### src/rtl/hazard_stall_controller_pkg.sv
// Shared pipeline definitions for the hazard/stall sequencing logic of the
// 5-stage core: controller states, front-end control bundle, common constants.
package hazard_stall_controller_pkg;

    localparam int REG_W             = 5;
    localparam int DEFAULT_MD_CYCLES = 32;
    localparam logic [31:0] NOP_INSTR = 32'h0000_0000;

    typedef enum logic [1:0] {
        RUN     = 2'd0,
        MD_WAIT = 2'd1,
        HALT    = 2'd2
    } state_t;

    typedef struct packed {
        logic pc_en;
        logic ifid_en;
        logic ifid_flush;
        logic idex_flush;
    } fe_ctrl_t;

    localparam fe_ctrl_t FE_RUN   = '{pc_en: 1'b1, ifid_en: 1'b1, ifid_flush: 1'b0, idex_flush: 1'b0};
    localparam fe_ctrl_t FE_STALL = '{pc_en: 1'b0, ifid_en: 1'b0, ifid_flush: 1'b0, idex_flush: 1'b1};
    localparam fe_ctrl_t FE_FLUSH = '{pc_en: 1'b1, ifid_en: 1'b1, ifid_flush: 1'b1, idex_flush: 1'b1};
    localparam fe_ctrl_t FE_RESET = '{pc_en: 1'b0, ifid_en: 1'b0, ifid_flush: 1'b1, idex_flush: 1'b1};

endpackage

### src/rtl/hazard_stall_controller_md_countdown.sv
// Loadable down-counter with zero flag, used to time multi-cycle unit occupancy.
module md_countdown #(
    parameter int W = 6
) (
    input  logic         clk,
    input  logic         rst_n,
    input  logic         clear,
    input  logic         load,
    input  logic [W-1:0] load_val,
    input  logic         dec,
    output logic         zero
);

    logic [W-1:0] cnt;

    // NOTE: sequential state is written with non-blocking assignments only.
    always_ff @(posedge clk or negedge rst_n) begin
        if (!rst_n) begin
            cnt <= '0;
        end else if (clear) begin
            cnt <= '0;
        end else if (load) begin
            cnt <= load_val;
        end else if (dec && cnt != '0) begin
            cnt <= cnt - 1'b1;
        end
    end

    assign zero = (cnt == '0);

endmodule

### src/rtl/hazard_stall_controller.sv
// Front-end sequencing for load-use, taken-branch, mult/div occupancy and halt;
// drives PC/IF-ID enables and flushes and counts stalled front-end cycles.
module hazard_stall_controller
    import hazard_stall_controller_pkg::*;
#(
    parameter int MD_CYCLES = DEFAULT_MD_CYCLES,
    parameter int CNT_W     = 16
) (
    input  logic             clk,
    input  logic             rst_n,
    input  logic [REG_W-1:0] r1,
    input  logic [REG_W-1:0] r2,
    input  logic             r1_used,
    input  logic             r2_used,
    input  logic             id_md,
    input  logic             id_halt,
    input  logic [REG_W-1:0] exwaddr,
    input  logic             exrw,
    input  logic             exmtr,
    input  logic             branch_taken,
    output logic             pc_en,
    output logic             ifid_en,
    output logic             ifid_flush,
    output logic             idex_flush,
    output logic             md_start,
    output logic             md_busy,
    output logic [CNT_W-1:0] stall_cnt
);

    localparam int MD_W = $clog2(MD_CYCLES) + 1;
    localparam logic [MD_W-1:0] MD_LOAD = MD_W'(MD_CYCLES - 1);

    state_t   state, next_state;
    fe_ctrl_t ctrl;
    logic     lu;
    logic     cnt_clear, cnt_load, cnt_dec, md_zero;

    assign lu = exrw && exmtr && (exwaddr != '0) &&
                ((r1_used && r1 == exwaddr) || (r2_used && r2 == exwaddr));

    // NOTE: every signal gets a default up front so no path leaves it unassigned (no latches).
    always_comb begin
        ctrl       = FE_RUN;
        md_start   = 1'b0;
        md_busy    = 1'b0;
        next_state = state;
        cnt_clear  = 1'b0;
        cnt_load   = 1'b0;
        cnt_dec    = 1'b0;
        if (!rst_n) begin
            ctrl       = FE_RESET;
            next_state = RUN;
        end else begin
            unique case (state)
                RUN: begin
                    // A taken branch makes the ID instruction wrong-path, so its hazards are moot.
                    if (branch_taken) begin
                        ctrl = FE_FLUSH;
                    end else if (lu) begin
                        ctrl = FE_STALL;
                    end else if (id_md) begin
                        ctrl       = FE_STALL;
                        md_start   = 1'b1;
                        cnt_load   = 1'b1;
                        next_state = MD_WAIT;
                    end else if (id_halt) begin
                        ctrl       = FE_STALL;
                        next_state = HALT;
                    end
                end
                MD_WAIT: begin
                    md_busy = 1'b1;
                    if (branch_taken) begin
                        ctrl       = FE_FLUSH;
                        cnt_clear  = 1'b1;
                        next_state = RUN;
                    end else if (!md_zero) begin
                        ctrl    = FE_STALL;
                        cnt_dec = 1'b1;
                    end else begin
                        next_state = RUN;
                    end
                end
                HALT: begin
                    ctrl = FE_STALL;
                end
                default: begin
                    ctrl       = FE_STALL;
                    next_state = RUN;
                end
            endcase
        end
    end

    assign pc_en      = ctrl.pc_en;
    assign ifid_en    = ctrl.ifid_en;
    assign ifid_flush = ctrl.ifid_flush;
    assign idex_flush = ctrl.idex_flush;

    md_countdown #(.W(MD_W)) u_md_countdown (
        .clk      (clk),
        .rst_n    (rst_n),
        .clear    (cnt_clear),
        .load     (cnt_load),
        .load_val (MD_LOAD),
        .dec      (cnt_dec),
        .zero     (md_zero)
    );

    always_ff @(posedge clk or negedge rst_n) begin
        if (!rst_n) begin
            state     <= RUN;
            stall_cnt <= '0;
        end else begin
            state <= next_state;
            // Halted cycles are not stalls worth counting; the entry cycle still is.
            if (state != HALT && !ctrl.pc_en && stall_cnt != {CNT_W{1'b1}}) begin
                stall_cnt <= stall_cnt + 1'b1;
            end
        end
    end

endmodule

### config.mk
export PLATFORM = sky130hd
export DESIGN_NAME = hazard_stall_controller
export DESIGN_NICKNAME = d
export VERILOG_FILES = /design/src/rtl/hazard_stall_controller_pkg.sv /design/src/rtl/hazard_stall_controller_md_countdown.sv /design/src/rtl/hazard_stall_controller.sv
export SDC_FILE = /design/constraint.sdc
export NUM_CORES = 1
export LEC_CHECK = 0
export ABC_CLOCK_PERIOD_IN_PS = 2500
export CORE_ASPECT_RATIO = 1.1
export CORE_UTILIZATION = 36
export CTS_CLUSTER_SIZE = 14
export DETAILED_ROUTE_END_ITERATION = 8
export GPL_ROUTABILITY_DRIVEN = 0
export GPL_TIMING_DRIVEN = 0
export SLEW_MARGIN = 20
export SYNTH_ARGS = -nofsm -noshare
export SYNTH_HDL_FRONTEND = slang
export SYNTH_SLANG_ARGS = --single-unit
### constraint.sdc
create_clock -name clk -period 2.5 [get_ports clk]
set_clock_uncertainty 0.2 [all_clocks]
set_input_delay 0.5 -clock clk [delete_from_list [all_inputs] [get_ports clk]]
set_output_delay 0.5 -clock clk [all_outputs]
set_load 0.02 [all_outputs]
* After elaboration in Yosys (flattened, before gate mapping) *
Cells that the tools add are included.

cells by class
  reductions and logical operators = 16
  mux-type cells = 33
  add/sub/neg operators = 2
  equal/unequal tests = 11

operators by type and width
  cell                     count
  $mux W4                  7
  $mux W6                  3
  $add A16 B1 Y16 const B  1
  $ne A16 B16 Y1 const B   1
  $mux W1                  14
  $mux W2                  7
  $eq A5 B5 Y1             2
  $logic_and A1 B1 Y1      8
  $ne A4 B4 Y1 const B     2
  $pmux W4 S2              1
  $logic_not A6 Y1         1
  $ne A3 B3 Y1 const B     2
  $pmux W2 S3              1
  $reduce_bool A6 Y1       1
  $sub A6 B1 Y6 const B    1
  $reduce_and A5 Y1        1
  $reduce_bool A5 Y1       1
  $ne A2 B2 Y1 const B     2
  $reduce_bool A3 Y1       1
  $eq A2 B1 Y1 const B     1
  $eq A2 B2 Y1 const B     1
  $logic_not A2 Y1         1
  $logic_not A1 Y1         1
  $logic_or A1 B1 Y1       1

word-level totals
  logic and storage cells = 65
  flip-flop bits (word level) = 24
  bits of input ports = 24

* Depth between registers and ports, before layout *
  depth after elaboration = 11
  gate-level depth with buffers = 9
  mapped depth without buffers = 8

* Modules after synthesis *
Synthesis repeated with hierarchy kept, for this count alone.

unflattened totals
  cell total of the unflattened synthesis = 170
  area total of the unflattened synthesis = 1587.8 sq um

by module, submodules not included
  module                   cells an instance  area each (sq um)  times used  seq. area each (sq um)
  hazard_stall_controller  117                1124.8             1           450.4
  md_countdown             53                 462.9              1           150.1

* Worst setup path after synthesis *
No wires, ideal clock.

  path type = input port to output port
  start = input exwaddr[0]
  end = output pc_en
  stages = 6
  path buffers = 1
  arrival time = 1.831 ns
  setup slack = -0.031 ns
  cells stage by stage = or3_1 -> o311a_1 -> nand2_1 -> a22o_1 -> o21a_1 -> buf_4

between the ends
  cells in the longest elaborated chain, start to end = 8

RTL lines
  element                  line                           text
  start, declared          hazard_stall_controller.sv:17  input logic [REG_W-1:0] exwaddr,
  $eq A5 B5 Y1             hazard_stall_controller.sv:39  ((r1_used && r1 == exwaddr) || (r2_used && r2 == exwaddr));
  $logic_and A1 B1 Y1      hazard_stall_controller.sv:39
  $logic_or A1 B1 Y1       hazard_stall_controller.sv:39
  $logic_and A1 B1 Y1 (*)  hazard_stall_controller.sv:38  assign lu = exrw && exmtr && (exwaddr != '0) &&
  $mux W4 (*)              hazard_stall_controller.sv:59  end else if (lu) begin
  $mux W4 (*)              hazard_stall_controller.sv:57  if (branch_taken) begin
  $pmux W4 S2 (*)          hazard_stall_controller.sv:54  unique case (state)
  $mux W4 (*)              hazard_stall_controller.sv:50  if (!rst_n) begin
  end, declared            hazard_stall_controller.sv:21  output logic pc_en,

Mark *: on every way between the ends. The rest lies on a longest branch, timed or not.

* Worst setup path after layout *
  start = register u_md_countdown.cnt[0]
  end = output pc_en

between the ends
  cells in the longest elaborated chain, start to end = 5

RTL lines
  element                 line                                        text
  start, declared         hazard_stall_controller_md_countdown.sv:14  logic [W-1:0] cnt;
  start signal, assigned  hazard_stall_controller_md_countdown.sv:23  cnt <= load_val;
  start signal, assigned  hazard_stall_controller_md_countdown.sv:25  cnt <= cnt - 1'b1;
  $logic_not A6 Y1        hazard_stall_controller_md_countdown.sv:29  assign zero = (cnt == '0);
  $mux W4                 hazard_stall_controller.sv:77               end else if (!md_zero) begin
  $mux W4                 hazard_stall_controller.sv:73               if (branch_taken) begin
  $pmux W4 S2             hazard_stall_controller.sv:54
  $mux W4                 hazard_stall_controller.sv:50

Every way passes these cells.

==> metrics.cfg <==
[outcome]
status = complete, but fails checks
violations = setup timing

[sta]
timing.final.ws_setup_ns = -0.1359
period_share = 1.054
tightest_slew_ns = 0.3822
timing.slew.headroom = 0.7447
max_freq_ghz = 0.3794
post-route-min-period_ns = 2.636
rsz0062_at_grt = yes
setup_violations = 18
slew_viol_final = 0
hold_violations = 0

[power_and_ir_drop]
p_per_area_nw_per_um2 = 598.6
peakVddDrop_mv = 0.4814
pwr-share-clk = 0.191
switching_share = 0.3314
leakagePower_nw = 1.083
p_int_uw = 925.3
power_switching_uw = 458.7
pwr-share-seq = 0.400
p_comb_frac = 0.409
p_total_mw = 1.384

[global_route]
grt_overflow = 0
first_global_vias = 1450
grt_start_max_net_pins = 25
grt_pass1_wl_um = 6527
grt_use_total = 0.1815
antenna_found_initial = 0

[logic_synthesis]
synth_flop_cell = dfrtp_1
syn_nets = 184
synth_cell_types = 41
synth_edf_count = 0
syn_inst = 157
synth_seq_cells = 24
yosysWarnings = 0
syn_area_sq_um = 1514
synthArstFlopShare = 1.000
avgSynthCellArea_sq_um = 9.643
seq_area_frac_synth = 0.3967

[clock_tree]
clockBufferDepth = 2
clk_latency_ns = 0.27
clkTransAtPathRegs_ns = 0.09
cts_root_buf = clkbuf_8
numCtsBuffers = 3
cts_sinks = 24
cts_tree = built
htree_levels = 1

[worst_setup_path]
reg2reg_depth = 10
rr_endpoint = stall_cnt[14]
reg2reg_slack_ns = -0.11
arrival_ns = 1.94
worstPathRequired_ns = 1.80
worstReg2RegStart = u_md_countdown.cnt[0]
critPathKind = flop to output pin
path_max_fanout = 2
startpoint_type = flop
cp-end-kind = output pin

[drt]
via_per_inst = 5.039
first_pass_iters = 4
drt-total-wl_um = 3748
first_iter_violations = 77
postRouteAntennaNets = 0
drc = 0
vias = 1406
wl_per_cell_um = 13.43

[finish]
final_area_sq_um = 2312
diodes = 0
syn2layout_area_growth_pct = 52.73
multiInputGateArea_sq_um = 910.9
fillers = 365
final_nets = 255
regArea_sq_um = 600.6
drive_gt1_frac = 0.3260

[worst_hold_path]
whs_path_depth = 1
min-delay-start = stall_cnt[5]
hp-class = flop to flop
min_to = stall_cnt[5]

[die]
die_h_um = 70.02
num_rows = 24
start_util = 0.3791
die_w_um = 63.83
dieArea_sq_um = 4469
num_io_pins = 46
core_area_sq_um = 3994

[flow_run]
max-cap-violations = 0

[placement]
dp_slack_ns = -1.082
place_area_sq_um = 2016
port_buffers = 44
hpwl_um = 2593

==> power by group through the flow <==
stage / logic [mW] / registers, mW / clock network, mW
after detailed placement: 0.475 / 0.558 / 0
after CTS: 0.545 / 0.551 / 0.278
after floorplan: 0.208 / 0.608 / 0
after global placement: 0.464 / 0.553 / 0
after global routing: 0.617 / 0.568 / 0.291
final: 0.566 / 0.554 / 0.264
==> cells by family after synthesis <==
| kind of cell | synth area share |
|---|---|
| AND/OR/NAND/NOR | 0.2504 |
| multiplexers | 0.04380 |
| AO/OA/AOI/OAI | 0.1033 |
| adder cells (fa/ha/maj) | 0.02480 |
| XOR/XNOR | 0.1273 |
| flip-flops | 0.3967 |
| buffers and inverters | 0.05371 |
==> worst max-delay path, cell delays in order, from the launching register on <==
cell,delay [ns]
dfrtp_1,0.40
inv_2,0.08
ha_4,0.12
or4b_4,0.48
nor2_4,0.11
a22o_1,0.16
o21a_2,0.14
buf_6,0.09
buf_6,0.10
==> final cells by class <==
cell class,instances,area share
plain buffers,7,0.02706
multi-input cells,120,0.3939
well taps,52,0.02814
repair buffers,66,0.2576
clock buffers,4,0.02381
inverters,6,0.009740
flip-flops and latches,24,0.2597
==> synthesized netlist by cell type, types with 2 or more instances <==
cell type / count / area, sq um
nand3_1: 11 / 55.05
and3_1: 9 / 56.30
nand2_1: 18 / 67.56
a21oi_1: 3 / 15.01
ha_1: 3 / 37.54
mux2_2: 5 / 56.30
buf_6: 2 / 22.52
buf_4: 2 / 15.01
nor2_1: 7 / 26.28
o21ai_0: 2 / 10.01
nand4_1: 7 / 43.79
xnor2_1: 22 / 192.7
dfrtp_1: 24 / 600.6
inv_1: 6 / 22.52
nor3_1: 4 / 20.02
nand2b_1: 2 / 12.51
nor3b_1: 2 / 15.01
and3_2: 2 / 15.01
o211a_1: 2 / 20.02
o211ai_2: 2 / 25.02
a31oi_1: 2 / 12.51
==> repair_timing <==
item	CTS	global route
pin swaps	21	15
setup endpoints to repair	6	10
buffers inserted	14	6
resized for setup	76	17
endpoints found under the hold margin	24	0
hold buffers	2	0
==> registers in the layout (all words and copies together), names as in the netlist <==
signal,count
state,2
stall_cnt,16
u_md_countdown.cnt,6
==> metal layers <==
layer | track usage | share of wire
met5 | 0 | 0
met4 | 0.06313 | 0.0067
met3 | 0.02778 | 0.039
met2 | 0.3262 | 0.51
met1 | 0.2155 | 0.44
==> placed cells by master (no fill, tap or decap), types with 5 or more instances in the layout <==
master | synthesis | routed
nor2_1 | 7 | 6
nand2_1 | 18 | 16
and3_1 | 9 | 9
buf_6 | 2 | 11
buf_2 | 1 | 5
clkdlybuf4s15_1 | 0 | 5
nand4_1 | 7 | 7
dfrtp_1 | 24 | 24
buf_4 | 2 | 19
xnor2_1 | 22 | 20
clkdlybuf4s50_1 | 0 | 22
nand3_1 | 11 | 7
==> through the flow <==
step | hold WS (ns) | utilization | setup TNS (ns) | cells
2_1_floorplan | 0.004409 | - | 0 | 157
5_1_grt | 0.2953 | 0.5789 | -2.748 | 279
3_3_place_gp | 0.2775 | 0.5060 | -22.59 | 253
3_5_place_dp | 0.2908 | 0.5047 | -7.682 | 253
4_1_cts | 0.2982 | 0.5627 | -0.4464 | 273
6_report | 0.3030 | 0.5789 | -1.175 | 279
==> worst max-delay path by stage <==
| stage | slack [ns] | from | endpoint | cells after the start |
|---|---|---|---|---|
| 3_3_place_gp | -1.54 | rst_n | md_start | 5 |
| 2_1_floorplan | 0.04 | exwaddr[0] | pc_en | 6 |
| 5_1_grt | -0.21 | u_md_countdown.cnt[0] | pc_en | 8 |
| 6_report | -0.14 | u_md_countdown.cnt[0] | pc_en | 8 |
| 3_5_place_dp | -1.08 | exwaddr[0] | md_start | 7 |
| 4_1_cts | -0.18 | u_md_countdown.cnt[0] | pc_en | 8 |
(Power assumes the default switching activity.)
